File: src/rtl/tex_texel_fetch.sv
`default_nettype none
// ============================================================================
// Module      : tex_texel_fetch
// Description : Texel fetch stage of the texture unit. Turns one texel
//               coordinate request into a byte address (linear, 4x4-tiled
//               or ETC2/EAC block layout), reads the one or two 16-byte
//               lines that hold the texel and hands the texel bytes,
//               right-aligned and zero-extended to 128 bits, to the color
//               decoder together with the format code.
// Ports       : clk, rst_n (async, active low)
//               req_*   : request handshake + base/u/v/width_log2/format
//               mem_*   : 128-bit line read port, responses in order
//               out_*   : texel word handshake toward the decoder
//               cache_flush : invalidates the line cache when present
// Options     : TEX_FETCH_LINE_CACHE_EN - single-entry line cache that
//               lets a non-straddling request that hits skip memory.
// Revision    : 1.0 - initial release
// ============================================================================
module tex_texel_fetch (
    input  logic         clk,
    input  logic         rst_n,
    input  logic         req_valid,
    output logic         req_ready,
    input  logic [31:0]  req_base,
    input  logic [11:0]  req_u,
    input  logic [11:0]  req_v,
    input  logic [3:0]   req_width_log2,
    input  logic [4:0]   req_format,
    input  logic         cache_flush,
    output logic         mem_req_valid,
    input  logic         mem_req_ready,
    output logic [31:0]  mem_addr,
    input  logic         mem_rsp_valid,
    input  logic [127:0] mem_rsp_data,
    output logic         out_valid,
    input  logic         out_ready,
    output logic [127:0] out_data,
    output logic [4:0]   out_format
);

    typedef enum logic [2:0] {
        S_IDLE  = 3'd0,
        S_CALC  = 3'd1,
        S_REQ0  = 3'd2,
        S_WAIT0 = 3'd3,
        S_REQ1  = 3'd4,
        S_WAIT1 = 3'd5,
        S_OUT   = 3'd6
    } state_t;

    // Bytes occupied by one texel (or one compressed block) in memory.
    function automatic logic [4:0] f_bytes(input logic [4:0] fmt);
        logic [4:0] n;
        n = 5'd4;
        if (fmt[1:0] == 2'b01) n = 5'd2;
        case (fmt)
            5'b00000:                   n = 5'd3;
            5'b00100:                   n = 5'd4;
            5'b00011, 5'b00111:         n = 5'd4;  // 24-bit tiled is padded
            5'b01011, 5'b01111:         n = 5'd2;
            5'b10011:                   n = 5'd1;
            5'b10111:                   n = 5'd2;
            5'b00010, 5'b10010,
            5'b10110:                   n = 5'd8;
            5'b00110:                   n = 5'd16;
            default:                    ;
        endcase
        return n;
    endfunction

    // Pick n bytes starting at byte o of {l1, l0}; bytes above n are zero.
    function automatic logic [127:0] f_extract(input logic [127:0] l1,
                                               input logic [127:0] l0,
                                               input logic [3:0]   o,
                                               input logic [4:0]   n);
        logic [255:0] cat;
        logic [127:0] res;
        cat = {l1, l0} >> {o, 3'b000};
        res = cat[127:0];
        for (int k = 0; k < 16; k++) begin
            if (k >= {27'd0, n}) res[8*k +: 8] = 8'h00;
        end
        return res;
    endfunction

    state_t         r_state;
    logic [31:0]    r_base;
    logic [11:0]    r_u;
    logic [11:0]    r_v;
    logic [3:0]     r_wl;
    logic [4:0]     r_fmt;
    logic [31:0]    r_addr;
    logic [4:0]     r_n;
    logic           r_straddle;
    logic [127:0]   r_line0;
    logic           r_mem_req_valid;
    logic [31:0]    r_mem_addr;
    logic           r_out_valid;
    logic [127:0]   r_out_data;
    logic [4:0]     r_out_format;

`ifdef TEX_FETCH_LINE_CACHE_EN
    logic           r_cache_valid;
    logic [27:0]    r_cache_tag;
    logic [127:0]   r_cache_data;
    logic           w_hit;
`else
    logic           w_unused;
    assign w_unused = cache_flush;
`endif

    logic [4:0]     w_n;
    logic [11:0]    w_umask;
    logic [11:0]    w_u_m;
    logic [31:0]    w_trow;
    logic [31:0]    w_tile;
    logic [31:0]    w_idx;
    logic [31:0]    w_off;
    logic [31:0]    w_addr;
    logic           w_straddle;

    // Address arithmetic works on the request fields captured at accept
    // time and is registered at the end of CALC.
    always_comb begin
        w_n     = f_bytes(r_fmt);
        w_umask = (12'd1 << r_wl) - 12'd1;
        w_u_m   = r_u & w_umask;
        // (v>>2) * (width>>2); width below 4 has no whole tile columns.
        w_trow  = (r_wl < 4'd2) ? 32'd0 : ({22'd0, r_v[11:2]} << (r_wl - 4'd2));
        w_tile  = w_trow + {22'd0, w_u_m[11:2]};
        case (r_fmt[1:0])
            2'b11:   w_idx = {w_tile[27:0], r_v[1:0], w_u_m[1:0]};
            2'b10:   w_idx = w_tile;
            default: w_idx = ({20'd0, r_v} << r_wl) + {20'd0, w_u_m};
        endcase
        w_off      = w_idx * {27'd0, w_n};
        w_addr     = r_base + w_off;
        w_straddle = ({2'b00, w_addr[3:0]} + {1'b0, w_n}) > 6'd16;
    end

`ifdef TEX_FETCH_LINE_CACHE_EN
    // A flush arriving during CALC is treated as already applied.
    assign w_hit = r_cache_valid && !cache_flush && !w_straddle &&
                   (r_cache_tag == w_addr[31:4]);
`endif

    always_ff @(posedge clk or negedge rst_n) begin
        if (!rst_n) begin
            r_state         <= S_IDLE;
            r_base          <= 32'd0;
            r_u             <= 12'd0;
            r_v             <= 12'd0;
            r_wl            <= 4'd0;
            r_fmt           <= 5'd0;
            r_addr          <= 32'd0;
            r_n             <= 5'd0;
            r_straddle      <= 1'b0;
            r_line0         <= 128'd0;
            r_mem_req_valid <= 1'b0;
            r_mem_addr      <= 32'd0;
            r_out_valid     <= 1'b0;
            r_out_data      <= 128'd0;
            r_out_format    <= 5'd0;
`ifdef TEX_FETCH_LINE_CACHE_EN
            r_cache_valid   <= 1'b0;
            r_cache_tag     <= 28'd0;
            r_cache_data    <= 128'd0;
`endif
        end else begin
            case (r_state)
                S_IDLE: begin
                    if (req_valid) begin
                        r_base  <= req_base;
                        r_u     <= req_u;
                        r_v     <= req_v;
                        r_wl    <= req_width_log2;
                        r_fmt   <= req_format;
                        r_state <= S_CALC;
                    end
                end
                S_CALC: begin
                    r_addr     <= w_addr;
                    r_n        <= w_n;
                    r_straddle <= w_straddle;
`ifdef TEX_FETCH_LINE_CACHE_EN
                    if (w_hit) begin
                        r_out_data   <= f_extract(128'd0, r_cache_data, w_addr[3:0], w_n);
                        r_out_format <= r_fmt;
                        r_out_valid  <= 1'b1;
                        r_state      <= S_OUT;
                    end else
`endif
                    begin
                        r_mem_addr      <= {w_addr[31:4], 4'b0000};
                        r_mem_req_valid <= 1'b1;
                        r_state         <= S_REQ0;
                    end
                end
                S_REQ0, S_REQ1: begin
                    if (mem_req_ready) begin
                        r_mem_req_valid <= 1'b0;
                        r_state         <= (r_state == S_REQ0) ? S_WAIT0 : S_WAIT1;
                    end
                end
                S_WAIT0: begin
                    if (mem_rsp_valid) begin
`ifdef TEX_FETCH_LINE_CACHE_EN
                        r_cache_valid <= 1'b1;
                        r_cache_tag   <= r_mem_addr[31:4];
                        r_cache_data  <= mem_rsp_data;
`endif
                        if (r_straddle) begin
                            r_line0         <= mem_rsp_data;
                            r_mem_addr      <= {r_addr[31:4] + 28'd1, 4'b0000};
                            r_mem_req_valid <= 1'b1;
                            r_state         <= S_REQ1;
                        end else begin
                            r_out_data   <= f_extract(128'd0, mem_rsp_data, r_addr[3:0], r_n);
                            r_out_format <= r_fmt;
                            r_out_valid  <= 1'b1;
                            r_state      <= S_OUT;
                        end
                    end
                end
                S_WAIT1: begin
                    if (mem_rsp_valid) begin
`ifdef TEX_FETCH_LINE_CACHE_EN
                        r_cache_valid <= 1'b1;
                        r_cache_tag   <= r_mem_addr[31:4];
                        r_cache_data  <= mem_rsp_data;
`endif
                        r_out_data   <= f_extract(mem_rsp_data, r_line0, r_addr[3:0], r_n);
                        r_out_format <= r_fmt;
                        r_out_valid  <= 1'b1;
                        r_state      <= S_OUT;
                    end
                end
                S_OUT: begin
                    if (out_ready) begin
                        r_out_valid <= 1'b0;
                        r_state     <= S_IDLE;
                    end
                end
                default: r_state <= S_IDLE;
            endcase
`ifdef TEX_FETCH_LINE_CACHE_EN
            // Placed last so a flush overrides a fill on the same edge.
            if (cache_flush) r_cache_valid <= 1'b0;
`endif
        end
    end

    assign req_ready     = (r_state == S_IDLE);
    assign mem_req_valid = r_mem_req_valid;
    assign mem_addr      = r_mem_addr;
    assign out_valid     = r_out_valid;
    assign out_data      = r_out_data;
    assign out_format    = r_out_format;

endmodule
`default_nettype wire

File: config.mk
export PLATFORM = sky130hd
export DESIGN_NAME = tex_texel_fetch
export DESIGN_NICKNAME = d
export VERILOG_FILES = /design/src/rtl/tex_texel_fetch.sv
export SDC_FILE = /design/constraint.sdc
export NUM_CORES = 2
export LEC_CHECK = 0
export CAP_MARGIN = 30
export CORE_MARGIN = 3
export CORE_UTILIZATION = 40
export DETAILED_ROUTE_END_ITERATION = 7
export GPL_TIMING_DRIVEN = 0
export PLACE_DENSITY = 0.57
export SLEW_MARGIN = 20
export SYNTH_ARGS = -nofsm -noshare
export SYNTH_HDL_FRONTEND = slang
export SYNTH_SLANG_ARGS = --single-unit
File: constraint.sdc
create_clock -name clk -period 9.5 [get_ports clk]
set_input_delay 1.9 -clock clk [delete_from_list [all_inputs] [get_ports clk]]
set_output_delay 1.9 -clock clk [all_outputs]
set_load 0.01 [all_outputs]
==> impl_metrics.toml <==
[clock_tree]
clk_latency_ps = 620
clock_path_buffers = 3
cts_tree = "yes"
path_clk_slew_ps = 60
cts_buffers = 48
cts_root_buf = "clkbuf_16"
cts.htree.levels = 2
cts_hold_buf = 0
clock-sinks = 397

[worst_setup_path]
end_kind = "flop"
cp.arrival_ps = 9580
ff2ff_setup_slack_ps = 440
cp_slowest_cell = "fa_1"
startpoint_type = "flop"
critPathRequiredTime_ps = 10020
r2r_start = "r_wl[1]"
ff2ff_path_depth = 35
cpMostUsedCell = "buf_4"
worstSetupStartpoint = "r_wl[1]"
critical_path.max_stage_delay_ps = 560
r2r-end = "mem_addr[27]"
critPathKind = "reg2reg"
worstPathMaxFanout = 10
crit_end = "mem_addr[27]"

[grt]
grt_pass1_vias = 33700
grt_max_degree = 93
grt_use_met2_pct = 66.2
busiest_layer = "met2"
grt_pass1_wl_um = 262000
antenna_found_initial = 8
grtUsageMet3_pct = 8.38
use_met1_pct = 49.9
grt_overflow = 0
grtUsageTotal_pct = 41.4

[flow_run]
drv_cap = 0

[timing]
clock.fmax_ghz = 0.110
finalSetupViolations = 0
finalSetupTns_ps = 0
min_period_ps = 9060
tightestPinTransition_ps = 1100
fin_worst_skew_ps = 23.3
hold_violations = 0
slew-limit-headroom_pct = 26.0
layout_worst_path_cycle_share_pct = 95.4
finalMaxSlewViolations = 0

[yosys]
synth_top_family_by_area = "multiplexers"
syn_area_per_cell_um2 = 9.10
synth_cell_types = 88
yosysWarnings = 0
synth_area_um2 = 34300
synth_edf_count = 0
synth-compound-area-share_pct = 19.6
synthCells = 3767
muxShareOfSynthArea_pct = 21.4
ys.flop_type = "dfrtp_1"
synthAdderAreaFrac_pct = 9.12
synth-xor-area-share_pct = 2.30
synthSimpleGateAreaFrac_pct = 13.2
ys_seq_area_share_pct = 29.0
synth_seq_cells = 397
async_reset_ff_share_pct = 100

[cells_and_area]
nets = 4594
fin_util_pct = 49.4
drive_gt1_share_pct = 13.5
final_cell_mix = "nand2_1, dfrtp_1, clkdlybuf4s50_1"
layout_commonest_cell = "nand2_1"
synthToLayoutAreaGrowth_pct = 21.3

[detailed_routing]
ant_nets = 0
drc = 0
wl_um = 189000
wl_per_cell_um = 35.0
first_iter_violations = 4180
num_vias = 34300
firstDrtPassIters = 5
via_per_inst = 6.37

[floorplanning]
core-area_um2 = 84200
start_util_pct = 40.7
die-area_um2 = 89200
rows = 106
die_x_um = 299
fp.dieH_um = 299
io_pins = 368

[placement]
place_hpwl_um = 156000
portBuffers = 362
gp_routability_congestion = 1.11

[worst_hold_path]
worstHoldPathType = "reg2reg"

[run_status]
outcome = "completed"
-- through the flow --
step | area (um^2) | setup WS (ps) | cells | hold slack, ps
5_1_grt | 41600 | -6.89 | 5381 | 492
3_3_place_gp | 39300 | -11540 | 5272 | 452
3_5_place_dp | 39600 | -1570 | 5292 | 456
2_1_floorplan | 34300 | 892 | 3776 | 469
4_1_cts | 41400 | 3.76 | 5374 | 469
6_report | 41600 | 436 | 5390 | 462
-- cell usage after synthesis, types with 44 or more instances --
master	count	area (um^2)
nand2_1	507	1900
dfrtp_1	397	9930
o21ai_0	292	1460
nor2_1	282	1060
mux2_2	245	2760
a21oi_1	223	1120
clkbuf_1	214	803
mux2i_1	182	1820
inv_1	168	631
a211oi_1	120	901
mux4_2	116	2610
fa_1	115	2300
ha_1	65	813
nor2b_1	62	388
a22o_1	59	517
o22ai_1	58	363
o21a_1	50	375
xor2_1	46	403
o211ai_1	45	338
xnor2_1	44	385
-- state kept, by name, indices dropped and copies added (netlist names), 3 cells and up --
| signal | count |
|---|---|
| r_u | 12 |
| r_n | 5 |
| r_wl | 4 |
| r_fmt | 5 |
| r_state | 3 |
| out_format | 5 |
| r_base | 32 |
| r_addr | 32 |
| r_line0 | 128 |
| out_data | 128 |
| r_v | 12 |
| mem_addr | 28 |
-- repair_timing --
action	CTS	global route
pin swaps	1	3
resized for setup	20	26
endpoints found under the setup margin	39	34
setup buffers	2	2
-- layer usage --
| layer | vias up | share of wire (%) |
|---|---|---|
| li1 | 14500 | - |
| met1 | 17200 | 37 |
| met2 | 2042 | 45 |
| met3 | 584 | 8.5 |
| met4 | 4 | 8.9 |
| met5 | - | 0.051 |
-- worst max-delay path: cells and delay by family (launching register included) --
kind / cells / cell delay [ps]
compound gates: 7 / 1640
xor+xnor: 2 / 520
fa+ha+maj: 6 / 2520
buf+inv: 11 / 1990
flops: 1 / 380
mux: 2 / 720
simple gates: 7 / 1180
-- layout make-up --
type | count | area, um^2
Tap cell | 1134 | 1420
Fill cell | 8184 | 42600
Inverter | 176 | 661
Multi-Input combinational cell | 2915 | 22700
Buffer | 284 | 1180
Clock inverter | 19 | 355
Timing Repair Buffer | 392 | 3940
Antenna cell | 9 | 22.5
Sequential cell | 397 | 9940
Clock buffer | 64 | 1330
-- kinds of logic after synthesis --
logic type                 count (synthesis)
DFF                                      397
muxes                                    552
adders and majority gates                181
and+or+nand+nor                         1042
AOI/OAI and AO/OA                       1039
other                                      2
buffers and inverters                    464
xor gates and xnor gates                  90
-- worst min path at each step --
stage / startpoint / endpoint / slack [ps] / cells after the start
after floorplan: r_addr[9] / r_addr[9] / 470 / 2
after global placement: out_data[4] / out_data[4] / 450 / 2
after detailed placement: out_data[4] / out_data[4] / 460 / 2
after CTS: out_data[4] / out_data[4] / 470 / 2
after global routing: out_data[6] / out_data[6] / 490 / 2
final: out_data[4] / out_data[4] / 460 / 2
Power is left out: the tool's default activity adds up to more than one toggle a clock period on the data nets, which glitch-free logic cannot reach.
